## config.mk

```make
export PLATFORM = sky130hd
export DESIGN_NAME = multicycle_sequencer_flat
export DESIGN_NICKNAME = d
export VERILOG_FILES = /design/src/rtl/seq_pkg.sv /design/src/rtl/multicycle_sequencer_if.sv /design/src/rtl/opcode_classifier.sv /design/src/rtl/multicycle_sequencer.sv /design/src/flat_wrapper.sv
export SDC_FILE = /design/constraint.sdc
export NUM_CORES = 1
export LEC_CHECK = 0
export ABC_CLOCK_PERIOD_IN_PS = 2500
export BUFFER_PORTS_ARGS = -buffer_cell sky130_fd_sc_hd__buf_2
export CORE_MARGIN = 2
export CORE_UTILIZATION = 50
export CTS_CLUSTER_DIAMETER = 30
export CTS_CLUSTER_SIZE = 25
export DETAILED_ROUTE_END_ITERATION = 6
export PLACE_DENSITY = 0.78
export SLEW_MARGIN = 10
export SYNTH_ARGS = -nofsm -noshare
export SYNTH_HDL_FRONTEND = slang
export SYNTH_SLANG_ARGS = --single-unit
```

## constraint.sdc

```tcl
create_clock -name clk -period 2.5 [get_ports clk]
set_clock_uncertainty 0.2 [all_clocks]
set_input_delay 0.25 -clock clk [delete_from_list [all_inputs] [get_ports clk]]
set_output_delay 0.25 -clock clk [all_outputs]
set_load 0.02 [all_outputs]
```

## src/rtl/seq_pkg.sv

```systemverilog
// Shared encodings for the multicycle sequencer and the main control decoder:
// FSM states, RV64 base opcodes, opcode classes and error codes.
package seq_pkg;

    typedef enum logic [2:0] {
        StIdle = 3'd0,
        StIf   = 3'd1,
        StId   = 3'd2,
        StExe  = 3'd3,
        StMem  = 3'd4,
        StWb   = 3'd5,
        StHalt = 3'd6
    } state_e;

    localparam logic [6:0] OpR  = 7'b0110011;
    localparam logic [6:0] OpI  = 7'b0010011;
    localparam logic [6:0] OpLd = 7'b0000011;
    localparam logic [6:0] OpSt = 7'b0100011;
    localparam logic [6:0] OpBr = 7'b1100011;

    typedef enum logic [2:0] {
        ClsR,
        ClsI,
        ClsLd,
        ClsSt,
        ClsBr,
        ClsIll
    } op_class_e;

    localparam logic [1:0] ErrNone    = 2'd0;
    localparam logic [1:0] ErrIllegal = 2'd1;
    localparam logic [1:0] ErrTimeout = 2'd2;

endpackage

```

## src/rtl/multicycle_sequencer_if.sv

```systemverilog
// Sequencer <-> datapath bundle: run control and status flags in, per-stage strobes and
// status out. master is the sequencer side, slave is the datapath side.
interface multicycle_sequencer_if #(
    parameter int unsigned CNT_WIDTH = 32
);
    logic                 enable;
    logic [6:0]           opcode;
    logic                 zero;
    logic                 mem_ready;
    logic [2:0]           state;
    logic                 ir_write;
    logic                 pc_write;
    logic                 pc_src;
    logic                 alu_buf_en;
    logic                 mem_read;
    logic                 mem_write;
    logic                 reg_write;
    logic                 instr_done;
    logic [CNT_WIDTH-1:0] retired;
    logic                 halted;
    logic [1:0]           err_code;

    modport master (
        input  enable, opcode, zero, mem_ready,
        output state, ir_write, pc_write, pc_src, alu_buf_en, mem_read, mem_write,
               reg_write, instr_done, retired, halted, err_code
    );

    modport slave (
        output enable, opcode, zero, mem_ready,
        input  state, ir_write, pc_write, pc_src, alu_buf_en, mem_read, mem_write,
               reg_write, instr_done, retired, halted, err_code
    );

endinterface

```

## src/rtl/opcode_classifier.sv

```systemverilog
// Combinational opcode -> instruction class decode, shared with the main control decoder.
module opcode_classifier
    import seq_pkg::*;
(
    input  logic [6:0] opcode_i,
    output op_class_e  op_class_o
);

    always_comb begin
        op_class_o = ClsIll;
        case (opcode_i)
            OpR:     op_class_o = ClsR;
            OpI:     op_class_o = ClsI;
            OpLd:    op_class_o = ClsLd;
            OpSt:    op_class_o = ClsSt;
            OpBr:    op_class_o = ClsBr;
            default: op_class_o = ClsIll;
        endcase
    end

endmodule

```

## src/rtl/multicycle_sequencer.sv

```systemverilog
// Multicycle control FSM for the RV64 datapath: owns every write strobe, sequences
// IF/ID/EXE/MEM/WB, waits on mem_ready with a timeout, halts on errors, counts retirements.
module multicycle_sequencer
    import seq_pkg::*;
#(
    parameter int unsigned MEM_TIMEOUT = 16,
    parameter int unsigned CNT_WIDTH   = 32
) (
    input logic                    clk,
    input logic                    reset,
    multicycle_sequencer_if.master bus
);

    localparam logic [7:0] TimeoutLimit = 8'(MEM_TIMEOUT);

    state_e               state_q, state_d, boundary;
    op_class_e            cls_q, cls_d, id_class;
    logic [1:0]           err_q, err_d;
    logic [7:0]           tmo_q, tmo_d;
    logic [CNT_WIDTH-1:0] retired_q;

    logic ir_write, pc_write, pc_src, alu_buf_en;
    logic mem_read, mem_write, reg_write, instr_done;

    opcode_classifier u_classifier (
        .opcode_i   (bus.opcode),
        .op_class_o (id_class)
    );

    // Instruction boundary: enable is only honoured between instructions.
    assign boundary = bus.enable ? StIf : StIdle;

    always_comb begin
        state_d = state_q;
        cls_d   = cls_q;
        err_d   = err_q;
        tmo_d   = tmo_q;
        case (state_q)
            StIdle: if (bus.enable) state_d = StIf;
            StIf:   state_d = StId;
            StId: begin
                cls_d = id_class;
                if (id_class == ClsIll) begin
                    state_d = StHalt;
                    err_d   = ErrIllegal;
                end else begin
                    state_d = StExe;
                end
            end
            StExe: begin
                case (cls_q)
                    ClsBr:        state_d = boundary;
                    ClsR, ClsI:   state_d = StWb;
                    ClsLd, ClsSt: begin
                        state_d = StMem;
                        tmo_d   = '0;
                    end
                    default:      state_d = StHalt;
                endcase
            end
            StMem: begin
                if (bus.mem_ready) begin
                    state_d = (cls_q == ClsSt) ? boundary : StWb;
                end else begin
                    tmo_d = tmo_q + 8'd1;
                    if (tmo_d == TimeoutLimit) begin
                        state_d = StHalt;
                        err_d   = ErrTimeout;
                    end
                end
            end
            StWb:    state_d = boundary;
            StHalt:  state_d = StHalt;
            default: state_d = StIdle;
        endcase
    end

    always_comb begin
        ir_write   = 1'b0;
        pc_write   = 1'b0;
        pc_src     = 1'b0;
        alu_buf_en = 1'b0;
        mem_read   = 1'b0;
        mem_write  = 1'b0;
        reg_write  = 1'b0;
        instr_done = 1'b0;
        case (state_q)
            StIf: ir_write = 1'b1;
            StExe: begin
                alu_buf_en = 1'b1;
                if (cls_q == ClsBr) begin
                    pc_write   = 1'b1;
                    pc_src     = bus.zero;
                    instr_done = 1'b1;
                end
            end
            StMem: begin
                mem_read  = (cls_q == ClsLd);
                mem_write = (cls_q == ClsSt);
                // A store retires in MEM on the completing cycle; a load still needs WB.
                if (bus.mem_ready && cls_q == ClsSt) begin
                    pc_write   = 1'b1;
                    instr_done = 1'b1;
                end
            end
            StWb: begin
                reg_write  = 1'b1;
                pc_write   = 1'b1;
                instr_done = 1'b1;
            end
            default: ;
        endcase
    end

    always_ff @(posedge clk) begin
        if (reset) begin
            state_q   <= StIdle;
            cls_q     <= ClsIll;
            err_q     <= ErrNone;
            tmo_q     <= '0;
            retired_q <= '0;
        end else begin
            state_q <= state_d;
            cls_q   <= cls_d;
            err_q   <= err_d;
            tmo_q   <= tmo_d;
            if (instr_done) retired_q <= retired_q + CNT_WIDTH'(1);
        end
    end

    assign bus.state      = state_q;
    assign bus.ir_write   = ir_write;
    assign bus.pc_write   = pc_write;
    assign bus.pc_src     = pc_src;
    assign bus.alu_buf_en = alu_buf_en;
    assign bus.mem_read   = mem_read;
    assign bus.mem_write  = mem_write;
    assign bus.reg_write  = reg_write;
    assign bus.instr_done = instr_done;
    assign bus.retired    = retired_q;
    assign bus.halted     = (state_q == StHalt);
    assign bus.err_code   = err_q;

endmodule
```

## src/flat_wrapper.sv

```systemverilog
// flat-port wrapper written by rule: the top's interface ports become plain ports
module multicycle_sequencer_flat import seq_pkg::*;
#(
    parameter int unsigned MEM_TIMEOUT = 16,
    parameter int unsigned CNT_WIDTH   = 32
)
  (clk, reset, bus_enable, bus_opcode, bus_zero, bus_mem_ready, bus_state, bus_ir_write, bus_pc_write, bus_pc_src, bus_alu_buf_en, bus_mem_read, bus_mem_write, bus_reg_write, bus_instr_done, bus_retired, bus_halted, bus_err_code);
  multicycle_sequencer_if #(.CNT_WIDTH(CNT_WIDTH)) bus_i ();
  input logic clk;
  input logic reset;
  input wire logic [$bits(bus_i.enable)-1:0] bus_enable;
  input wire logic [$bits(bus_i.opcode)-1:0] bus_opcode;
  input wire logic [$bits(bus_i.zero)-1:0] bus_zero;
  input wire logic [$bits(bus_i.mem_ready)-1:0] bus_mem_ready;
  output wire logic [$bits(bus_i.state)-1:0] bus_state;
  output wire logic [$bits(bus_i.ir_write)-1:0] bus_ir_write;
  output wire logic [$bits(bus_i.pc_write)-1:0] bus_pc_write;
  output wire logic [$bits(bus_i.pc_src)-1:0] bus_pc_src;
  output wire logic [$bits(bus_i.alu_buf_en)-1:0] bus_alu_buf_en;
  output wire logic [$bits(bus_i.mem_read)-1:0] bus_mem_read;
  output wire logic [$bits(bus_i.mem_write)-1:0] bus_mem_write;
  output wire logic [$bits(bus_i.reg_write)-1:0] bus_reg_write;
  output wire logic [$bits(bus_i.instr_done)-1:0] bus_instr_done;
  output wire logic [$bits(bus_i.retired)-1:0] bus_retired;
  output wire logic [$bits(bus_i.halted)-1:0] bus_halted;
  output wire logic [$bits(bus_i.err_code)-1:0] bus_err_code;
  assign bus_i.enable = bus_enable;
  assign bus_i.opcode = bus_opcode;
  assign bus_i.zero = bus_zero;
  assign bus_i.mem_ready = bus_mem_ready;
  assign bus_state = bus_i.state;
  assign bus_ir_write = bus_i.ir_write;
  assign bus_pc_write = bus_i.pc_write;
  assign bus_pc_src = bus_i.pc_src;
  assign bus_alu_buf_en = bus_i.alu_buf_en;
  assign bus_mem_read = bus_i.mem_read;
  assign bus_mem_write = bus_i.mem_write;
  assign bus_reg_write = bus_i.reg_write;
  assign bus_instr_done = bus_i.instr_done;
  assign bus_retired = bus_i.retired;
  assign bus_halted = bus_i.halted;
  assign bus_err_code = bus_i.err_code;
  multicycle_sequencer #(.MEM_TIMEOUT(MEM_TIMEOUT), .CNT_WIDTH(CNT_WIDTH)) u_core (.clk(clk), .reset(reset), .bus(bus_i));
endmodule
```

==> out/qor.csv, run 1 <==
metric,value,unit
count of nets left with antenna violations after detail routing,0,
placed cell count,428,
critical-path maximum fanout,13,
multi-input combinational cell area,0.00152,mm²
number of storage elements in the synthesis netlist,48,
beginning of the worst hold path,bus_opcode[4],
Max-Slew Margin vs Limit,0.593,
I/O Pins,58,
gate count after technology mapping,312,
leading cell types by count after synthesis,"dfxtp_1 (48), a21oi_1 (35), nor2_1 (32)",
pin count of the biggest net entering global routing,33,
count of different cell masters after synthesis,54,
Initial Util,0.513,
endpoint required time on the critical path,2.05,ns
hold violation total from the final report,0,
type of the tightest min-delay check,input pin to flip-flop,
number of levels in the clock H-tree,2,
number of cells on the worst reg-to-reg path,6,
number of nets in the final layout,382,
largest cells by area after synthesis,"dfxtp_1 (37%), a21oi_1 (6.7%), o21ai_0 (5.2%)",
static power due to leakage,1.22,nW
share of Yosys cell area claimed by the top area cell type,0.369,
floorplan die width,76.1,µm
Crit path largest cell delay,0.45,ns
"Async S/R FF share, synth",0,
synthesized net count,327,
CP cell instances,and2b_1 > a32o_4 > nor2_4 > inv_1 > buf_2,
proportion of synthesized chip area in sequential cells,0.369,
DIE AREA,0.00580,mm²
vias in the first global route,2273,
Final GP Congestion,0.909,
GRT Resource Usage Total,0.214,
Detailed Route WL,6060,µm
most instantiated library cell after synthesis,dfxtp_1,
DIE HEIGHT,76.1,µm
clock tree from TritonCTS,built,
Most used DFF post-synth,dfxtp_1,
number of maximum-capacitance violations,0,
number of endpoints failing setup at the final stage,0,
accumulated negative setup slack,0,ns
fraction of final layout cells sized beyond drive strength 1,0.242,
cell at the root of the clock tree,clkbuf_8,
Hold EP,u_core.cls_q[1],
core region area,0.00507,mm²
cell depth of the worst hold path,4,
starting DRC count in detailed routing,105,
average detailed-routed wire length per instance,13.8,µm
Netlist Area Pre-Place,0.00260,mm²
worst flop-to-flop path endpoint,u_core.bus.retired[7],
first-pass iteration count of the detailed router,4,
post-layout total power,0.00180,W
vias after detailed routing,2499,
Clock Path Buffers,2,
sink count of the clock tree,48,
"Remaining Overflow, GRT",0,
initial antenna violation count,0,
achievable clock frequency,438,MHz
unrepaired setup endpoints after global routing,false,
Syn-to-layout area delta,16.6,%
Yosys Warn Count,0,
final standard cell count with taps included and fillers excluded,438,
slew at the pin closest to its max-slew limit,0.611,ns
CP arrival,1.84,ns
max-slew violation count,0,
number of placement rows,26,
number of buffers added by the clock tree synthesis step,5,
type of the worst setup path,flip-flop to output pin,
clock-pin slew on the worst setup and hold paths,0.09,ns
maximum ir drop on the vdd rail,0.000358,V
average instance area after synthesis,8.34,µm²
Fin Hold WS,0.104,ns
filler cell count,475,
Final min period,2.29,ns
register area,962,µm²
number of remaining DRC errors,0,
Crit Reg-Reg Startpoint,u_core.bus.state[0],
Buffers on Ports,57,
Inserted Diodes,0,
first-pass GRT wire length,10400,µm
status,finished clean,
placed wire-length estimate,4270,µm
Critical Path Slowest Stage Cell,dfxtp_1,
part of the cycle the worst path needs,0.914,
Worst setup EP type,output pin,
r2r setup slk,0.24,ns
Pwr per Cell Area,592,mW/mm²
cell type with the largest total area after synthesis,dfxtp_1,
count of flip-flops with a built-in enable after synthesis,0,
via-per-instance ratio,5.71,
critical path startpoint category,flip-flop,
latest clock arrival within the worst-skew pair,0.30,ns
==> registers in the layout (all words and copies together) (netlist names) <==
name / count
u_core.bus.err_code: 2
u_core.tmo_q: 8
u_core.bus.state: 3
u_core.cls_q: 3
u_core.bus.retired: 32
==> layer usage <==
layer	routed length (µm)	share of wire	GRT usage
met5	0	0	0
met4	67	0.011	0.0527
met3	263	0.043	0.0545
met2	2880	0.48	0.349
met1	2850	0.47	0.285
==> how the worst max path moves through the flow <==
stage                              from                     to  slack, ns
floorplan           u_core.bus.state[2]           bus_pc_write       0.23
global placement    u_core.bus.state[2]           bus_pc_write       0.32
detailed placement  u_core.bus.state[2]           bus_pc_write       0.25
CTS                 u_core.bus.state[2]           bus_pc_write       0.06
global route        u_core.bus.state[0]  u_core.bus.retired[7]        0.1
finish              u_core.bus.state[1]           bus_pc_write       0.21
==> power by group <==
group	total [W]	switching [W]	internal, W	leakage (nW)
registers	0.000875	0.0000698	0.000805	0.388
logic	0.000434	0.000272	0.000162	0.786
clock network	0.000487	0.000261	0.000226	0.0455
==> critical path, delay by kind of cell, from the launching register on <==
kind                   cells  cell delay, ns
AOI/OAI and AO/OA          1            0.41
buffers and inverters      2            0.25
DFF                        1            0.45
and+or+nand+nor            2            0.42
==> layout by cell type, fill, tap and decap left out, drive strengths merged, types with 5 or more instances in the layout <==
cell and count:
a21oi 35, and3 6, buf 65, clkbuf 8, dfxtp 48, inv 7, nand2 16, nand3 10
nand4 9, nor2 34, nor3 9, o2111ai 5, o211ai 5, o21ai 27, o31ai 6, or3 15
or4 5, xor2 11
==> per-stage QoR <==
stage / worst slack [ns] / cell area [µm²] / utilization
after global routing: 0.0994 / 3040 / 0.598
after global placement: 0.318 / 2920 / 0.575
final: 0.215 / 3040 / 0.598
after CTS: 0.0638 / 3010 / 0.594
after floorplan: 0.231 / 2600 / -
after detailed placement: 0.247 / 2920 / 0.575
==> cell type report <==
| class | count | share of cell area |
|---|---|---|
| clock buffer | 8 | 0.0297 |
| sequential | 48 | 0.317 |
| inverter | 7 | 0.00866 |
| tap | 70 | 0.0289 |
| multi-input combinational | 240 | 0.502 |
| timing repair buffer | 65 | 0.114 |
==> what timing repair did <==
item,in CTS,in global routing
pin swaps,0,1
hold buffers,0,0
buffers inserted,0,2
endpoints found under the setup margin,2,2
resized for setup,1,2
==> cell families (layout without fill, tap and decap cells) <==
logic type / Yosys count / after routing / share of synthesized area
buffers and inverters: 24 / 80 / 0.0490
XOR/XNOR: 13 / 13 / 0.0438
AO/OA/AOI/OAI: 96 / 96 / 0.245
flip-flops: 48 / 48 / 0.369
adder cells (fa/ha/maj): 3 / 3 / 0.0144
AND/OR/NAND/NOR: 128 / 128 / 0.279
(Power assumes the default switching activity.)
==> run 2: changes to the inputs <==
--- a/config.mk
+++ b/config.mk
@@ -6,13 +6,13 @@
 export NUM_CORES = 1
 export LEC_CHECK = 0
 export ABC_CLOCK_PERIOD_IN_PS = 2500
-export BUFFER_PORTS_ARGS = -buffer_cell sky130_fd_sc_hd__buf_2
 export CORE_MARGIN = 2
 export CORE_UTILIZATION = 50
 export CTS_CLUSTER_DIAMETER = 30
 export CTS_CLUSTER_SIZE = 25
 export DETAILED_ROUTE_END_ITERATION = 6
-export PLACE_DENSITY = 0.78
+export DONT_BUFFER_PORTS = 1
+export PLACE_DENSITY = 0.68
 export SLEW_MARGIN = 10
 export SYNTH_ARGS = -nofsm -noshare
 export SYNTH_HDL_FRONTEND = slang
==> out/qor.csv, run 2 (synthesis results as in run 1) <==
metric,value,unit
status,finished clean,
net switching power,0.000589,W
critical-path maximum fanout,13,
part of the cycle the worst path needs,0.914,
accumulated negative setup slack,0,ns
register area,961,µm²
Inserted Diodes,0,
maximum ir drop on the vdd rail,0.000398,V
unrepaired setup endpoints after global routing,false,
final core utilization,0.575,
multi-input combinational cell area,0.00152,mm²
"Remaining Overflow, GRT",0,
placed cell count,387,
slew at the pin closest to its max-slew limit,0.651,ns
cell at the root of the clock tree,clkbuf_8,
number of buffers added by the clock tree synthesis step,5,
post-layout total power,0.00176,W
Max-Slew Margin vs Limit,0.563,
type of the worst setup path,flip-flop to output pin,
Initial Util,0.513,
endpoint required time on the critical path,2.05,ns
number of levels in the clock H-tree,2,
number of nets in the final layout,345,
type of the tightest min-delay check,input pin to flip-flop,
starting DRC count in detailed routing,87,
average detailed-routed wire length per instance,14.9,µm
setup ws final,0.215,ns
start point of the critical path,u_core.bus.state[1],
Pwr per Cell Area,603,mW/mm²
worst flop-to-flop path endpoint,u_core.bus.retired[7],
"most common cell after layout, fill and taps aside",dfxtp_1,
placed wire-length estimate,4080,µm
I/O Pins,58,
number of maximum-capacitance violations,0,
Switching Share,0.335,
count of nets left with antenna violations after detail routing,0,
max-slew violation count,0,
first-pass GRT wire length,10000,µm
final standard cell count with taps included and fillers excluded,400,
sink count of the clock tree,48,
Final min period,2.28,ns
initial antenna violation count,0,
GRT Resource Usage Total,0.208,
r2r setup slk,0.23,ns
first-pass iteration count of the detailed router,4,
worst setup path endpoint,bus_pc_write,
Buffers on Ports,0,
Final GP Congestion,0.856,
static power due to leakage,1.03,nW
number of cells on the worst reg-to-reg path,7,
hold violation total from the final report,0,
Detailed Route WL,5980,µm
Worst setup EP type,output pin,
Syn-to-layout area delta,12.1,%
number of endpoints failing setup at the final stage,0,
Int Power,0.00117,W
achievable clock frequency,438,MHz
number of flip-flops in the largest register,32,
clock tree from TritonCTS,built,
fraction of final layout cells sized beyond drive strength 1,0.142,
filler cell count,471,
part of the power in registers,0.493,
Clock Path Buffers,2,
clock-pin slew on the worst setup and hold paths,0.09,ns
floorplan die width,76.1,µm
critical path startpoint category,flip-flop,
pin count of the biggest net entering global routing,48,
DIE AREA,0.00580,mm²
number of placement rows,26,
number of remaining DRC errors,0,
"commonest cells after routing, fill and taps aside","dfxtp_1 (48), a21oi_1 (35), nor2_1 (32), o21ai_0 (27), buf_4 (22)",
relative contribution of combinational cells to total power,0.253,
relative contribution of the clock network to total power,0.254,
Crit Reg-Reg Startpoint,u_core.bus.state[2],
CP arrival,1.83,ns
DIE HEIGHT,76.1,µm
core region area,0.00507,mm²
latest clock arrival within the worst-skew pair,0.30,ns
vias in the first global route,2152,
Worst Setup Slack post-DPL,0.269,ns
via-per-instance ratio,5.86,
vias after detailed routing,2344,
[run 2: cell count changes in the layout (fill, tap and decap cells not counted)]
cell / before / now
nor2_4: 2 / 1
clkbuf_8: 6 / 5
buf_4: 8 / 22
dfxtp_2: 1 / 0
dlygate4sd3_1: 0 / 4
buf_12: 0 / 2
nor2_2: 0 / 1
buf_2: 57 / 0
clkbuf_1: 2 / 1
clkinv_2: 0 / 1
dfxtp_1: 47 / 48
[run 2: layer usage]
layer / track usage / vias up / wire length (µm) / part of all wire
li1: - / 1186 / - / -
met2: 0.346 / 59 / 2780 / 0.46
met1: 0.266 / 1093 / 2830 / 0.47
met4: 0.0600 / 0 / 63 / 0.011
met5: 0 / - / 0 / 0
met3: 0.0569 / 6 / 311 / 0.052
[run 2: critical path: stages (launching register included)]
cell,delay (ns)
dfxtp_1,0.43
and2b_1,0.25
a32o_4,0.42
nor2_4,0.17
inv_1,0.11
buf_12,0.15
[run 2: metrics by stage]
stage | hold WS, ns | area (µm²)
6_report | 0.0448 | 2920
2_1_floorplan | 0.246 | 2600
4_1_cts | 0.0476 | 2910
5_1_grt | 0.0566 | 2920
3_5_place_dp | 0.128 | 2770
3_3_place_gp | 0.125 | 2770
[run 2: layout make-up]
| cell class | instances | share of cell area |
|---|---|---|
| clock inverters | 1 | 0.00172 |
| well taps | 70 | 0.0300 |
| repair buffers | 28 | 0.0841 |
| clock buffers | 6 | 0.0249 |
| multi-input cells | 240 | 0.521 |
| flip-flops and latches | 48 | 0.329 |
| inverters | 7 | 0.00901 |
[run 2: worst min path at each step]
stage,startpoint,end,cells after the start
floorplan,reset,u_core.bus.state[0],3
global placement,reset,u_core.bus.state[2],1
detailed placement,reset,u_core.tmo_q[5],1
CTS,bus_opcode[4],u_core.cls_q[0],3
global route,reset,u_core.tmo_q[4],2
finish,bus_opcode[4],u_core.cls_q[0],3
[run 2: power groups by stage]
stage / Clock [W] / Sequential, W / Combinational, W
3_3_place_gp: 0 / 0.000879 / 0.000418
2_1_floorplan: 0 / 0.000886 / 0.000315
4_1_cts: 0.000460 / 0.000863 / 0.000441
5_1_grt: 0.000492 / 0.000875 / 0.000481
6_report: 0.000447 / 0.000867 / 0.000446
3_5_place_dp: 0 / 0.000881 / 0.000417
[run 2: what timing repair did]
| action | CTS | global route |
|---|---|---|
| gates resized for setup | 1 | 0 |
| hold buffers | 5 | 0 |
| setup buffers | 0 | 1 |
| pin swaps | 0 | 1 |
| endpoints found under the hold margin | 48 | 0 |
| endpoints found under the setup margin | 2 | 2 |
==> run 3: changes to the inputs <==
--- a/config.mk
+++ b/config.mk
@@ -6,13 +6,15 @@
 export NUM_CORES = 1
 export LEC_CHECK = 0
 export ABC_CLOCK_PERIOD_IN_PS = 2500
+export CELL_PAD_IN_SITES_DETAIL_PLACEMENT = 2
+export CELL_PAD_IN_SITES_GLOBAL_PLACEMENT = 2
 export CORE_MARGIN = 2
-export CORE_UTILIZATION = 50
+export CORE_UTILIZATION = 37
 export CTS_CLUSTER_DIAMETER = 30
 export CTS_CLUSTER_SIZE = 25
 export DETAILED_ROUTE_END_ITERATION = 6
 export DONT_BUFFER_PORTS = 1
-export PLACE_DENSITY = 0.68
+export PLACE_DENSITY = 0.82
 export SLEW_MARGIN = 10
 export SYNTH_ARGS = -nofsm -noshare
 export SYNTH_HDL_FRONTEND = slang
==> out/qor.csv, run 3 (synthesis results as in run 1) <==
metric,value,unit
"commonest cells after routing, fill and taps aside","dfxtp_1 (48), a21oi_1 (35), nor2_1 (32), o21ai_0 (27), buf_4 (23)",
type of the worst setup path,flip-flop to flip-flop,
number of placement rows,30,
unrepaired setup endpoints after global routing,false,
initial antenna violation count,0,
Clock Path Buffers,2,
placed wire-length estimate,5510,µm
clock-pin slew on the worst setup and hold paths,0.09,ns
sink count of the clock tree,48,
static power due to leakage,1.04,nW
latest clock arrival within the worst-skew pair,0.30,ns
first-pass GRT wire length,12600,µm
fraction of final layout cells sized beyond drive strength 1,0.146,
Detailed Route WL,7720,µm
Initial Util,0.383,
Final min period,2.27,ns
starting DRC count in detailed routing,51,
setup ws final,0.227,ns
number of remaining DRC errors,0,
via-per-instance ratio,5.67,
DIE AREA,0.00772,mm²
Worst Setup Slack post-DPL,0.214,ns
vias after detailed routing,2409,
Inserted Diodes,0,
count of nets left with antenna violations after detail routing,0,
"most common cell after layout, fill and taps aside",dfxtp_1,
core region area,0.00679,mm²
Buffers on Ports,0,
I/O Pins,58,
number of buffers added by the clock tree synthesis step,5,
pin count of the biggest net entering global routing,48,
vias in the first global route,2532,
type of the tightest min-delay check,input pin to flip-flop,
maximum ir drop on the vdd rail,0.000277,V
DIE HEIGHT,87.9,µm
average detailed-routed wire length per instance,18.2,µm
endpoint required time on the critical path,2.50,ns
clock tree from TritonCTS,built,
GRT Resource Usage Total,0.206,
number of levels in the clock H-tree,2,
first-pass iteration count of the detailed router,4,
hold violation total from the final report,0,
achievable clock frequency,440,MHz
status,finished clean,
number of endpoints failing setup at the final stage,0,
max-slew violation count,0,
Pwr per Cell Area,627,mW/mm²
Syn-to-layout area delta,14.5,%
Max-Slew Margin vs Limit,0.655,
part of the cycle the worst path needs,0.909,
number of nets in the final layout,345,
floorplan die width,87.9,µm
cell at the root of the clock tree,clkbuf_8,
number of maximum-capacitance violations,0,
critical path startpoint category,flip-flop,
"Remaining Overflow, GRT",0,
Worst setup EP type,flip-flop,
CP arrival,2.28,ns
critical-path maximum fanout,7,
accumulated negative setup slack,0,ns
Final GP Congestion,0.815,
Fin Hold WS,0.0166,ns
number of flip-flops in the largest register,32,
final core utilization,0.439,
slew at the pin closest to its max-slew limit,0.517,ns
-- run 3: routing by layer --
layer  vias up  share of wire  global-route usage  wire [µm]
met4         0          0.011              0.0476         87
met2        36           0.51               0.366       3940
li1       1177              -                   -          -
met1      1188           0.44               0.252       3400
met3         8          0.038              0.0481        295
met5         -              0                   0          0
-- run 3: path summary, 6_finish.rpt --
path,startpoint,end,slack [ns],depth (start not counted)
max,u_core.tmo_q[0],u_core.bus.state[1],0.23,6
min,bus_mem_ready,u_core.bus.state[0],0.02,2
max reg2reg,u_core.tmo_q[0],u_core.bus.state[1],0.23,6
min reg2reg,u_core.tmo_q[6],u_core.tmo_q[6],0.31,1
-- run 3: cell type report --
class,count,area [µm²]
Fill cell,780,3810
Multi-Input combinational cell,240,1530
Sequential cell,48,961
Timing Repair Buffer,28,243
Tap cell,96,120
Clock buffer,5,68.8
Clock inverter,1,30.0
Inverter,7,26.3
-- run 3: timing repair --
item	in CTS	in global routing
hold endpoints to repair	48	0
gates cloned	0	0
gates resized for setup	1	1
pin swaps	0	1
hold buffers	4	0
buffers inserted	0	1
endpoints found under the setup margin	2	3
-- run 3: power by group --
part	leakage (nW)	switching [W]	internal (W)
clock	0.0501	0.000256	0.000288
combinational	0.602	0.000302	0.000170
sequential	0.387	0.0000485	0.000803
total	1.04	0.000607	0.00126
-- run 3: critical path, cell delays in order (launching register included) --
cell and delay (ns):
dfxtp_1 0.45, ha_1 0.29, and3_1 0.27, xnor2_1 0.13
a2111oi_4 0.41, o21ai_0 0.18, a311oi_1 0.26
-- run 3: per-stage QoR --
step / std cells / area, µm² / total power (W)
after floorplan: 312 / 2600 / 0.00120
after global placement: 414 / 2810 / 0.00130
after detailed placement: 414 / 2810 / 0.00132
after CTS: 424 / 2960 / 0.00189
after global routing: 425 / 2980 / 0.00196
final: 425 / 2980 / 0.00187
